===== src/rtl/stopwatch_ctrl_fsm.sv =====
`timescale 1ns/1ps
`default_nettype none
// ============================================================================
// Module   : stopwatch_ctrl_fsm
// Brief    : Key debounce, press/long-press detection and stopwatch run/mode FSM
// Revision : 1.0
// ============================================================================
module stopwatch_ctrl_fsm #(
  parameter int N_KEYS      = 2,
  parameter int TICK_W      = 10,
  parameter int DEB_SAMPLES = 4,
  parameter int LONG_TICKS  = 512,
  parameter int NUM_MODES   = 4,
  parameter int MODE_W      = 2
) (
  input  logic              CLOCK_50,
  input  logic              RST,
  input  logic [N_KEYS-1:0] KEY,
  output logic [1:0]        ssflag,
  output logic [MODE_W-1:0] mode,
  output logic              lap_pulse,
  output logic              clear_pulse,
  output logic [N_KEYS-1:0] key_press,
  output logic [N_KEYS-1:0] key_level
);

  localparam int c_DEB_W  = $clog2(DEB_SAMPLES + 1);
  localparam int c_HOLD_W = $clog2(LONG_TICKS + 1);

  typedef enum logic [1:0] {
    ST_STOP  = 2'd0,
    ST_PAUSE = 2'd1,
    ST_RUN   = 2'd2,
    ST_MODE  = 2'd3
  } state_t;

  logic [TICK_W-1:0]  r_tick_cnt;
  logic               w_tick;
  logic [N_KEYS-1:0]  r_sync1;
  logic [N_KEYS-1:0]  r_sync2;
  logic [N_KEYS-1:0]  w_pressed;
  logic [c_DEB_W-1:0] r_deb_cnt [N_KEYS];
  logic [N_KEYS-1:0]  r_level_d;
  logic               w_k1_rise;
  logic               w_k1_fall;
  logic [c_HOLD_W-1:0] r_hold;
  logic               r_long_fired;
  logic               r_long_evt;
  logic               r_short_evt;
  state_t             r_state;

  assign w_tick    = &r_tick_cnt;
  assign w_pressed = ~r_sync2;
  assign w_k1_rise = key_level[1] & ~r_level_d[1];
  assign w_k1_fall = ~key_level[1] & r_level_d[1];
  assign ssflag    = r_state;

  always_ff @(posedge CLOCK_50 or posedge RST) begin
    if (RST) begin
      r_tick_cnt <= '0;
      r_sync1    <= '1;
      r_sync2    <= '1;
    end else begin
      r_tick_cnt <= r_tick_cnt + TICK_W'(1);
      r_sync1    <= KEY;
      r_sync2    <= r_sync1;
    end
  end

  // A level flips only after DEB_SAMPLES consecutive ticks disagreeing with it.
  always_ff @(posedge CLOCK_50 or posedge RST) begin
    if (RST) begin
      for (int i = 0; i < N_KEYS; i++) r_deb_cnt[i] <= '0;
      key_level <= '0;
    end else if (w_tick) begin
      for (int i = 0; i < N_KEYS; i++) begin
        if (w_pressed[i] != key_level[i]) begin
          if (r_deb_cnt[i] == c_DEB_W'(DEB_SAMPLES - 1)) begin
            key_level[i] <= ~key_level[i];
            r_deb_cnt[i] <= '0;
          end else begin
            r_deb_cnt[i] <= r_deb_cnt[i] + c_DEB_W'(1);
          end
        end else begin
          r_deb_cnt[i] <= '0;
        end
      end
    end
  end

  always_ff @(posedge CLOCK_50 or posedge RST) begin
    if (RST) begin
      r_level_d <= '0;
      key_press <= '0;
    end else begin
      r_level_d <= key_level;
      key_press <= key_level & ~r_level_d;
    end
  end

  // Hold counter saturates, so long_evt can fire at most once per press.
  always_ff @(posedge CLOCK_50 or posedge RST) begin
    if (RST) begin
      r_hold       <= '0;
      r_long_fired <= 1'b0;
      r_long_evt   <= 1'b0;
      r_short_evt  <= 1'b0;
    end else begin
      r_long_evt  <= 1'b0;
      r_short_evt <= w_k1_fall & ~r_long_fired;
      if (w_k1_rise) begin
        r_hold       <= '0;
        r_long_fired <= 1'b0;
      end else if (w_tick && key_level[1] && r_hold != c_HOLD_W'(LONG_TICKS)) begin
        r_hold <= r_hold + c_HOLD_W'(1);
        if (r_hold == c_HOLD_W'(LONG_TICKS - 1) && !r_long_fired) begin
          r_long_evt   <= 1'b1;
          r_long_fired <= 1'b1;
        end
      end
    end
  end

  // Key 0 has priority; a coincident key 1 event is dropped.
  always_ff @(posedge CLOCK_50 or posedge RST) begin
    if (RST) begin
      r_state     <= ST_STOP;
      mode        <= '0;
      lap_pulse   <= 1'b0;
      clear_pulse <= 1'b0;
    end else begin
      lap_pulse   <= 1'b0;
      clear_pulse <= 1'b0;
      if (key_press[0]) begin
        case (r_state)
          ST_STOP:  r_state <= ST_RUN;
          ST_RUN:   r_state <= ST_PAUSE;
          ST_PAUSE: r_state <= ST_RUN;
          default:  mode <= (mode == MODE_W'(NUM_MODES - 1)) ? '0 : mode + MODE_W'(1);
        endcase
      end else if (r_short_evt) begin
        case (r_state)
          ST_RUN:  lap_pulse <= 1'b1;
          default: begin
            r_state     <= ST_STOP;
            clear_pulse <= 1'b1;
          end
        endcase
      end else if (r_long_evt && r_state != ST_MODE) begin
        r_state <= ST_MODE;
      end
    end
  end

endmodule
`default_nettype wire


===== config.mk =====
export PLATFORM = sky130hd
export DESIGN_NAME = stopwatch_ctrl_fsm
export DESIGN_NICKNAME = d
export VERILOG_FILES = /design/src/rtl/stopwatch_ctrl_fsm.sv
export SDC_FILE = /design/constraint.sdc
export NUM_CORES = 1
export LEC_CHECK = 0
export CORE_ASPECT_RATIO = 1.5
export CORE_MARGIN = 2
export CORE_UTILIZATION = 57
export CTS_CLUSTER_DIAMETER = 50
export CTS_CLUSTER_SIZE = 25
export DETAILED_ROUTE_END_ITERATION = 8
export HOLD_SLACK_MARGIN = 0.15
export PLACE_DENSITY = 0.78
export SLEW_MARGIN = 20
export SYNTH_ARGS = -nofsm -noshare
export SYNTH_HDL_FRONTEND = slang
export SYNTH_SLANG_ARGS = --single-unit

===== constraint.sdc =====
create_clock -name CLOCK_50 -period 1.9 [get_ports CLOCK_50]
set_input_delay 0.38 -clock CLOCK_50 [delete_from_list [all_inputs] [get_ports CLOCK_50]]
set_output_delay 0.38 -clock CLOCK_50 [all_outputs]
set_load 0.01 [all_outputs]

==> run_results.csv <==
group,metric,value,unit
status,status,"finished clean",
pwr,vdd.ir_drop.worst,0.6497,mV
global_route,global_route.usage.met2,35.13,%
yosys,synth.distinct_cells,41,
global_route,overflow,0,
clock_network,cts_tree,"yes",
floorplanning,design.die.area,4017,sq um
cells_and_area,diodes,0,
global_route,grt_max_degree,28,
worst_setup_path,path_max_fanout,8,
floorplanning,die_w,52.42,um
timing,layout_setup_ws,105.1,ps
timing,worst_clock_skew,7.205,ps
global_route,grtUsageMet1,24.97,%
timing,hold_viol_final,0,
clock_network,hold_buffers,0,
detailed_routing,drtIter0Drc,36,
cells_and_area,drive_gt1_share,12.62,%
floorplanning,rows,26,
yosys,synth_cells,183,
floorplanning,io_pins,14,
placement,dp_cells,240,
global_route,gr-usage-all-layers,21.31,%
timing,rsz0062_at_grt,"false",
timing,worst_pin_slew,336.6,ps
floorplanning,die_h,76.63,um
cells_and_area,fin_cells,248,
timing,final.setup.tns,0,ps
clock_network,cts_inserted_buffers,5,
worst_setup_path,arrival,2030,ps
timing,setup_viol,0,
detailed_routing,drc,0,
floorplanning,core_area,3383,sq um
timing,fin_crit,1795,ps
cells_and_area,multi_input_area,822.0,sq um
pwr,power,1.592,mW
global_route,met3_usage,6.078,%
pwr,p_leak,1.075,nW
clock_network,cts_resized,0,
yosys,avgSynthCellArea,10.95,sq um
worst_setup_path,startpoint_type,"flop",
timing,maxSlewHeadroom,77.35,%
timing,drv_slew,0,
timing,fmax,557.1,MHz
placement,io_buffers,13,
pwr,power_per_cell_area,691.0,nW/um^2
timing,post-route-period-util,94.47,%
global_route,grt_pass1_vias,1474,
run,maxCapViolCount,0,
clock_network,clockRootBuffer,"clkbuf_8",
global_route,antenna_found_initial,0,
yosys,syn-num-nets,193,
placement,place_ws,109.6,ps
clock_network,cts_setup_buffers,0,
detailed_routing,drt_pre_antenna_iters,4,
worst_setup_path,cp_data_required_time,2130,ps
worst_setup_path,endpoint_kind,"flop",
cells_and_area,regArea,1131,sq um
floorplanning,initial_core_util,59.25,%
yosys,ys.warnings.count,0,
clock_network,clkSlewWorstSetupHoldPaths,90,ps
clock_network,ctsHtreeMaxLevel,2,
clock_network,cts_max_path_buffers,2,
detailed_routing,routed_wl,3708,um
cells_and_area,area_growth,14.98,%
clock_network,clk_latency,300,ps
detailed_routing,vias,1446,
clock_network,cts.sinks,45,
placement,dp_hpwl,2766,um
placement,place.gp.congestion,0.7901,
yosys,ys_seq_area_share,56.43,%
detailed_routing,viasPerCell,5.831,
yosys,syn_area,2004,sq um
cells_and_area,final_net_count,215,
hold_path,min_path_type,"reg2reg",
detailed_routing,ant_nets,0,
detailed_routing,route.detailed.wl_per_inst,14.95,um
global_route,busiest_layer,"met2",
yosys,synth_seq_cells,45,
worst_setup_path,crit_type,"reg2reg",
cells_and_area,fill_cells,274,
global_route,grt_pass1_wl,6382,um
[per-stage QoR]
| step | hold slack [ps] | instance area (sq um) | utilization (%) |
|---|---|---|---|
| 2_1_floorplan | 345.2 | 2004 | - |
| 6_report | 359.6 | 2305 | 68.12 |
| 3_5_place_dp | 347.5 | 2215 | 65.46 |
| 5_1_grt | 364.2 | 2305 | 68.12 |
| 4_1_cts | 360.8 | 2305 | 68.12 |
| 3_3_place_gp | 345.7 | 2215 | 65.46 |
[Yosys cell counts, drive strengths merged]
cell | n | area [sq um]
a21o | 2 | 15.01
a21oi | 8 | 43.79
a311o | 1 | 10.01
a31o | 1 | 8.760
a31oi | 1 | 6.260
and2 | 2 | 12.51
and3 | 7 | 43.79
and3b | 1 | 8.760
and4 | 4 | 37.54
buf | 2 | 10.01
clkbuf | 2 | 7.510
dfrtp | 41 | 1026
dfstp | 4 | 105.1
ha | 6 | 75.07
inv | 9 | 33.78
mux2 | 1 | 11.26
mux2i | 1 | 10.01
nand2 | 21 | 78.83
nand2b | 3 | 18.77
nand3 | 8 | 52.55
nand4 | 4 | 25.02
nand4b | 1 | 8.760
nor2 | 10 | 37.54
nor2b | 3 | 18.77
nor3 | 4 | 30.03
nor3b | 2 | 15.01
nor4 | 4 | 25.02
o211ai | 1 | 7.510
o21a | 1 | 7.510
o21ai | 6 | 30.03
o221ai | 1 | 8.760
o31ai | 4 | 30.03
or3 | 1 | 6.260
or4 | 4 | 33.78
xnor2 | 7 | 61.31
xor2 | 5 | 43.79
[kinds of logic (layout without fill, tap and decap cells)]
group,count (synthesis),in the layout,synth area share [%]
buffers and inverters,13,36,2.559
DFF,45,45,56.43
muxes,2,2,1.061
xor gates and xnor gates,12,12,5.243
and+or+nand+nor,79,79,22.60
AOI/OAI and AO/OA,26,26,8.365
adders and majority gates,6,6,3.745
[power by group]
group	switching, mW	internal [mW]	total, mW
sequential	0.00226	0.965	0.967
clock	0.334	0.261	0.595
combinational	0.0212	0.00976	0.0310
total	0.357	1.24	1.59
[final cells by class]
type | instances | area share [%]
clock buffers | 5 | 2.986
clock inverters | 3 | 0.9229
inverters | 9 | 1.466
multi-input cells | 125 | 35.67
flip-flops and latches | 45 | 49.08
well taps | 42 | 2.280
repair buffers | 19 | 7.600
[registers in the layout (all words and copies together) (netlist names)]
register	flops
r_hold	10
r_tick_cnt	10
r_deb_cnt	6
key_level	2
key_press	2
mode	2
r_level_d	2
r_sync1	2
r_sync2	2
ssflag	2
clear_pulse	1
lap_pulse	1
r_long_evt	1
r_long_fired	1
r_short_evt	1
[worst max-delay path, stage by stage (launching register included)]
cell and delay (ps):
dfrtp_1 400, ha_1 250, and4_4 280, nand3_4 110
or4_4 550, a21oi_2 140
[final timing paths]
kind                       cells after the start  slack [ps]      endpoint     startpoint
setup / recovery                               5         110  r_long_fired  r_tick_cnt[0]
hold / removal                                 0         360    r_sync2[0]     r_sync1[0]
setup reg to reg                               5         110  r_long_fired  r_tick_cnt[0]
hold reg to reg                                0         360    r_sync2[0]     r_sync1[0]
max in group asynchronous                      3        1190       mode[0]            RST
min in group asynchronous                      3         400  r_deb_cnt[2]            RST
[cells in the final DEF (no fill, tap or decap), types with 2 or more instances in the layout]
cell type	synthesis	layout
and3_1	7	7
nor2b_1	3	3
dfrtp_1	41	41
nor4_1	4	4
o31ai_1	4	4
nor3_1	2	2
nor3_2	2	2
xnor2_1	7	7
nor3b_1	2	2
nand4_1	4	4
o21ai_0	6	6
inv_1	9	8
dfstp_2	4	4
nor2_1	10	10
xor2_1	5	5
nand3_1	7	7
a21oi_1	7	7
or4_1	3	3
nand2_1	21	21
buf_4	0	6
ha_1	6	6
nand2b_1	3	3
clkbuf_8	0	5
clkdlybuf4s50_1	0	13
and4_1	3	3
a21o_1	2	2
and2_1	2	2
[layer usage]
metal	part of all wire [%]	vias to the layer above	wire length [um]
met5	0	-	0
met4	2.0	0	76
met3	3.7	8	137
met2	54	34	2011
met1	40	718	1482
li1	-	686	-
No activity file was read; power rests on OpenSTA's default activity.
